**config.mk**
```make
export PLATFORM = sky130hd
export DESIGN_NAME = ddr_ex_test_sequencer
export DESIGN_NICKNAME = d
export VERILOG_FILES = /design/src/rtl/ddr_ex_test_sequencer.sv
export SDC_FILE = /design/constraint.sdc
export NUM_CORES = 1
export LEC_CHECK = 0
export BUFFER_PORTS_ARGS = -buffer_cell sky130_fd_sc_hd__buf_4
export CAP_MARGIN = 20
export CORE_MARGIN = 2
export CORE_UTILIZATION = 47
export CTS_BUF_LIST = sky130_fd_sc_hd__clkbuf_16
export DETAILED_ROUTE_END_ITERATION = 12
export PLACE_DENSITY = 0.8
export RECOVER_POWER = 100
export SYNTH_ARGS = -nofsm -noshare
export SYNTH_HDL_FRONTEND = slang
export SYNTH_SLANG_ARGS = --single-unit
```
**constraint.sdc**
```tcl
create_clock -name clk -period 2.47 [get_ports clk]
set_clock_uncertainty 0.05 [all_clocks]
set_input_delay 0.1235 -clock clk [delete_from_list [all_inputs] [get_ports clk]]
set_output_delay 0.1235 -clock clk [all_outputs]
set_load 0.005 [all_outputs]
```
**src/rtl/ddr_ex_test_sequencer.sv**
```systemverilog
// Pattern-test sequencer for the DDR example driver. It seeds two external LFSRs,
// writes the generator sequence over 0..LAST_ADDR, reads it back and counts mismatches.
module ddr_ex_test_sequencer #(
  parameter int ADDR_W    = 8,
  parameter int LAST_ADDR = 255
) (
  input  logic              clk,
  input  logic              reset,
  input  logic              start,
  input  logic [7:0]        seed_in,
  input  logic              local_ready,
  output logic              local_write_req,
  output logic              local_read_req,
  output logic [ADDR_W-1:0] local_addr,
  output logic [7:0]        local_wdata,
  input  logic [7:0]        local_rdata,
  input  logic              local_rdata_valid,
  output logic              wr_lfsr_enable,
  output logic              wr_lfsr_pause,
  output logic              wr_lfsr_load,
  output logic [7:0]        wr_lfsr_ldata,
  input  logic [7:0]        wr_lfsr_data,
  output logic              rd_lfsr_enable,
  output logic              rd_lfsr_pause,
  output logic              rd_lfsr_load,
  output logic [7:0]        rd_lfsr_ldata,
  input  logic [7:0]        rd_lfsr_data,
  output logic              busy,
  output logic              done,
  output logic              pass,
  output logic [7:0]        err_cnt
);

  typedef enum logic [2:0] {
    S_IDLE,
    S_LOAD,
    S_WRITE,
    S_READ,
    S_WAIT_RD,
    S_DONE
  } state_t;

  localparam logic [ADDR_W-1:0] LAST_A    = ADDR_W'(LAST_ADDR);
  localparam logic [ADDR_W:0]   RCV_TOTAL = (ADDR_W + 1)'(LAST_ADDR + 1);

  state_t              state_reg, state_next;
  logic [ADDR_W-1:0]   addr_reg, addr_next;
  logic [ADDR_W:0]     rcv_cnt_reg, rcv_cnt_next;
  logic [7:0]          err_cnt_reg, err_cnt_next;
  logic                rx_active;

  always_ff @(posedge clk or posedge reset) begin
    if (reset) begin
      state_reg   <= S_IDLE;
      addr_reg    <= '0;
      rcv_cnt_reg <= '0;
      err_cnt_reg <= '0;
    end else begin
      state_reg   <= state_next;
      addr_reg    <= addr_next;
      rcv_cnt_reg <= rcv_cnt_next;
      err_cnt_reg <= err_cnt_next;
    end
  end

  assign rx_active = (state_reg == S_READ) || (state_reg == S_WAIT_RD);

  always_comb begin
    state_next      = state_reg;
    addr_next       = addr_reg;
    rcv_cnt_next    = rcv_cnt_reg;
    err_cnt_next    = err_cnt_reg;
    local_write_req = 1'b0;
    local_read_req  = 1'b0;
    wr_lfsr_pause   = 1'b1;
    rd_lfsr_pause   = 1'b1;
    wr_lfsr_load    = 1'b0;
    rd_lfsr_load    = 1'b0;

    // Returns only count while a read-back is in progress; strays elsewhere are dropped.
    if (rx_active && local_rdata_valid) begin
      rd_lfsr_pause = 1'b0;
      rcv_cnt_next  = rcv_cnt_reg + 1'b1;
      if ((local_rdata != rd_lfsr_data) && (err_cnt_reg != 8'hFF))
        err_cnt_next = err_cnt_reg + 8'd1;
    end

    case (state_reg)
      S_IDLE, S_DONE: begin
        if (start) begin
          state_next   = S_LOAD;
          addr_next    = '0;
          rcv_cnt_next = '0;
          err_cnt_next = '0;
        end
      end
      S_LOAD: begin
        wr_lfsr_load = 1'b1;
        rd_lfsr_load = 1'b1;
        state_next   = S_WRITE;
      end
      S_WRITE: begin
        local_write_req = 1'b1;
        if (local_ready) begin
          wr_lfsr_pause = 1'b0;
          if (addr_reg == LAST_A) begin
            addr_next  = '0;
            state_next = S_READ;
          end else begin
            addr_next = addr_reg + 1'b1;
          end
        end
      end
      S_READ: begin
        local_read_req = 1'b1;
        if (local_ready) begin
          addr_next = addr_reg + 1'b1;
          if (addr_reg == LAST_A)
            state_next = S_WAIT_RD;
        end
      end
      S_WAIT_RD: begin
        if (rcv_cnt_reg == RCV_TOTAL)
          state_next = S_DONE;
      end
      default: state_next = S_IDLE;
    endcase
  end

  assign local_addr     = addr_reg;
  assign local_wdata    = wr_lfsr_data;
  assign wr_lfsr_ldata  = seed_in;
  assign rd_lfsr_ldata  = seed_in;
  assign wr_lfsr_enable = (state_reg != S_IDLE);
  assign rd_lfsr_enable = (state_reg != S_IDLE);
  assign busy           = (state_reg == S_LOAD) || (state_reg == S_WRITE) ||
                          (state_reg == S_READ) || (state_reg == S_WAIT_RD);
  assign done           = (state_reg == S_DONE);
  assign pass           = (state_reg == S_DONE) && (err_cnt_reg == 8'd0);
  assign err_cnt        = err_cnt_reg;

endmodule

```
### Word level (Yosys, flattened, before mapping)

Index checks and enable logic that the tools add are counted.

| operators by class | value |
|---|---|
| add/sub/neg operators | 3 |
| equal/unequal tests | 15 |
| multiplexer cells | 25 |
| reduce and logical (&&, ||, !) cells | 14 |

Operators with widths:

| cell | count |
|---|---|
| $mux 8 | 8 |
| $mux 9 | 3 |
| $pmux 8 s3 | 1 |
| $mux 3 | 6 |
| $add 8x1->8 const B | 2 |
| $pmux 3 s5 | 1 |
| $add 9x1->9 const B | 1 |
| $eq 9x9->1 const B | 1 |
| $eq 8x8->1 const B | 1 |
| $logic_not 8->1 | 1 |
| $ne 2x2->1 const B | 4 |
| $ne 8x8->1 | 1 |
| $ne 8x8->1 const B | 1 |
| $eq 3x2->1 const B | 2 |
| $eq 3x3->1 const B | 2 |
| $mux 1 | 6 |
| $reduce_and 6->1 | 1 |
| $reduce_bool 3->1 | 2 |
| $logic_or 1x1->1 | 4 |
| $ne 2x1->1 const B | 2 |
| $reduce_and 4->1 | 1 |
| $eq 3x1->1 const B | 1 |
| $logic_and 1x1->1 | 3 |
| $logic_not 3->1 | 1 |
| $reduce_or 2->1 | 1 |

| storage, ports and cells | value |
|---|---|
| bits in registers | 28 |
| word-level logic and storage cells | 61 |

### Longest topological paths before layout

| depth | value |
|---|---|
| word-level depth | 6 |
| depth in mapped cells | 7 |

### Least setup slack after synthesis

Ideal clock, no wire load.

| timing path | value |
|---|---|
| path type | register -> register |
| from | register state_reg[2] |
| to | register err_cnt_reg[7] (netlist: err_cnt[7]) |
| setup time | 0.077 ns |
| data arrival time | 1.639 ns |
| data required time | 2.343 ns |
| setup slack | 0.703 ns |
| cell stages (with the launch flop) | 7 |
| period minus slack after synthesis | 1.767 ns |
| cells stage by stage | dfrtp_1 buf_2 nor3b_4 o221ai_4 nor2_4 or4b_1 a21oi_1 |

| on the way | value |
|---|---|
| cells in the longest elaborated chain, start to end | 6 |

RTL lines:

| element | line | source |
|---|---|---|
| from (decl) | 46 | `state_t state_reg, state_next;` |
| from (signal assigned) | 59 | `state_reg <= state_next;` |
| $eq 3x2->1 / $eq 3x3->1 (equally long branches) | 66 | `assign rx_active = (state_reg == S_READ) \|\| (state_reg == S_WAIT_RD);` |
| $logic_or 1x1->1 | 66 |  |
| $logic_and 1x1->1 | 81 | `if (rx_active && local_rdata_valid) begin` |
| $mux 8 | 81 |  |
| $mux 8 | 90 | `if (start) begin` |
| $mux 8 (*) | 88 | `case (state_reg)` |
| net err_cnt_next[7] | 49 | `logic [7:0] err_cnt_reg, err_cnt_next;` |
| to (signal assigned) | 62 | `err_cnt_reg <= err_cnt_next;` |
| to (decl) | 49 |  |

The timed path passes the listed nets; every way through them passes the cells marked *.
A chain may end at the register's enable or synchronous reset.

### Worst setup path in the final report

| timing path | value |
|---|---|
| from | register state_reg[0] |
| to | register err_cnt_reg[7] (netlist: err_cnt[7]) |

The elaborated chain is that of the path after synthesis.

==> impl_metrics.csv <==
group,metric,value,unit
run_status,status,"complete, but fails checks",
run_status,violations,"max-capacitance violations, max-slew violations",
cts,cts_root_buf,"clkbuf_16",
critical_path,crit_fanout,14,
final_layout,largest_reg_flops,9,
place,dp_slack,0.411,ns
place,place_hpwl,3.05,mm
floorplanning,die_h,68.6,µm
sta,whs,0.114,ns
grt,overflow,0,
critical_path,crit_cells,5,
hold_path,whs_path_depth,3,
critical_path,reg2regPathDepth,5,
grt,antenna_found_initial,0,
cts,cts_sinks,28,
floorplanning,core_area,0.00400,mm²
drt,antenna_left,0,
sta,fin_crit_sh,0.879,
final_layout,fin_cells,295,
cts,hold_buffers,1,
floorplanning,rows,23,
final_layout,nNetsFinal,289,
place,routabilityCongestion,0.851,
floorplanning,die_area,0.00471,mm²
logic_synthesis,syn_area,0.00196,mm²
drt,drt-initial-drc-count,89,
logic_synthesis,synth-seq-cells,28,
critical_path,critical_path_buf_inv_count,0,
floorplanning,initial_core_util,0.491,
critical_path,crit_required,2.61,ns
drt,vias,1608,
logic_synthesis,ys.warnings.count,0,
logic_synthesis,synth_edf_count,0,
sta,hold_violations,0,
power,p_leak,1.01,nW
final_layout,design_area,0.00224,mm²
sta,relSlewSlack,-0.00284,
critical_path,startpoint_type,"flop",
place,io_buffers,47,
drt,viasPerCell,5.45,
sta,slew_violations,28,
sta,rsz0062_at_grt,"false",
power,ir_drop,0.349,mV
place,dp_cells,291,
logic_synthesis,synthFlopType,"dfrtp_1",
sta,fin_ws,0.299,ns
critical_path,critPathTopFamily,"simple AND/OR/NAND/NOR gates",
final_layout,fillers,365,
floorplanning,ios,88,
grt,grt_pass1_vias,1553,
cts,cts_tree,"built",
critical_path,crit_chain,"and3b_1 > o221ai_4 > nor2_1 > or4b_1 > a21oi_1",
cts,cts_resized,0,
flow_run,drv_cap,1,
logic_synthesis,synthesis.nets,266,
final_layout,antennaDiodeCount,0,
cts,clkLatencyLatePin,0.26,ns
critical_path,worst_setup_path_end_kind,"flop",
cts,clockBufferDepth,2,
critical_path,critPathSlowestCell,"dfrtp_1",
sta,finalSetupViolCount,0,
final_layout,syn2layout_area_growth,13.9,%
drt,drc,0,
critical_path,critical_path_class,"reg2reg",
cts,numCtsBuffers,3,
cts,postCtsSetupBuffers,0,
drt,drt_wl_total,4.11,mm
logic_synthesis,ys_types,44,
place,dpl_cell_area,0.00217,mm²
drt,firstDrtPassIters,4,
final_layout,drive_gt1_frac,0.220,
critical_path,cp.arrival,2.32,ns
sta,min_period,2.17,ns
cts,htree_num_levels,1,
floorplanning,dieWidth,68.6,µm
sta,tns,0,ns
grt,grt_usage,0.196,
logic_synthesis,seq_area_frac_synth,0.357,
logic_synthesis,avgSynthCellArea,8.76,µm²
logic_synthesis,synth-async-reset-ratio,1.00,
sta,max_freq,461,MHz
grt,grt_pass1_wl,6.98,mm
critical_path,slowest_delay,0.63,ns
sta,worst-slew-pin-transition,1.50,ns
cts,path_clk_slew,0.07,ns
grt,grt_start_max_net_pins,29,
drt,wl_per_cell,13.9,µm
power,powerDensity,869,mW/mm²
hold_path,min_path_type,"in2reg",
logic_synthesis,syn_inst,224,
[cells in the mapped netlist, types with 4 or more instances]
library cell	number	area share
dfrtp_1	28	0.36
buf_4	26	0.099
nand2_1	24	0.046
nor2_1	22	0.042
inv_1	12	0.023
nand4_1	11	0.035
xnor2_1	11	0.049
nand3_1	9	0.023
o21ai_0	7	0.018
xor2_1	7	0.031
ha_1	5	0.032
nor4_1	5	0.016
a21oi_1	4	0.010
and3_1	4	0.013
[cell type report]
class | instances | area (µm²) | share of cell area
Clock buffer | 3 | 75.1 | 0.0336
Tap cell | 50 | 62.6 | 0.0280
Inverter | 12 | 45.0 | 0.0201
Timing Repair Buffer | 50 | 370 | 0.166
Sequential cell | 28 | 701 | 0.313
Multi-Input combinational cell | 152 | 982 | 0.439
[worst register-to-register path: cells and delay by family, from the launching register on]
family / cells / cell delay (ns)
flip-flops: 1 / 0.63
AND/OR/NAND/NOR: 3 / 1.08
AO/OA/AOI/OAI: 2 / 0.35
[where the power goes]
part | total (mW) | internal, mW | switching, mW
Combinational | 0.846 | 0.409 | 0.437
Clock | 0.367 | 0.215 | 0.152
Sequential | 0.731 | 0.552 | 0.179
Total | 1.94 | 1.18 | 0.767
[final timing paths]
check                                       endpoint                      start  slack [ns]
max in group asynchronous       err_cnt[5]$_DFF_PP0_                      reset        0.62
min                         state_reg[0]$_DFFE_PP0P_                local_ready        0.11
min reg2reg                local_addr[3]$_DFFE_PP0P_  local_addr[3]$_DFFE_PP0P_        0.50
max                             err_cnt[7]$_DFF_PP0_   state_reg[0]$_DFFE_PP0P_        0.30
max reg2reg                     err_cnt[7]$_DFF_PP0_   state_reg[0]$_DFFE_PP0P_        0.30
min in group asynchronous   rcv_cnt_reg[4]$_DFF_PP0_                      reset        0.87
[metrics by stage]
stage,power [mW],utilization
4_1_cts,1.98,0.563
3_3_place_gp,1.58,0.541
5_1_grt,2.12,0.559
2_1_floorplan,1.32,-
3_5_place_dp,1.61,0.541
6_report,1.94,0.559
[placed cells by master, fill, tap and decap left out, types with 3 or more instances in the layout]
| cell | n |
|---|---|
| nor4_1 | 5 |
| a31oi_1 | 3 |
| nor2_1 | 23 |
| mux2i_1 | 3 |
| and3_1 | 4 |
| buf_4 | 22 |
| a21oi_1 | 4 |
| inv_1 | 12 |
| xnor2_1 | 11 |
| nand3_1 | 9 |
| nand2_1 | 24 |
| o21ai_0 | 7 |
| dfrtp_1 | 28 |
| ha_1 | 5 |
| xor2_1 | 7 |
| o31ai_1 | 3 |
| clkbuf_4 | 25 |
| a32o_1 | 3 |
| clkbuf_16 | 3 |
| nand4_1 | 11 |
[kinds of logic after synthesis]
family,share of synthesized area
xor+xnor,0.0803
buf+inv,0.139
mux,0.0153
fa+ha+maj,0.0319
compound gates,0.125
simple gates,0.252
flops,0.357
[routing by layer]
layer,track usage,wire length (µm),vias up
met5,0,0,-
met4,0.0825,60,0
met3,0.0308,164,5
met2,0.326,2070,36
met1,0.252,1810,761
li1,-,-,806
No activity file was read; power rests on OpenSTA's default activity.
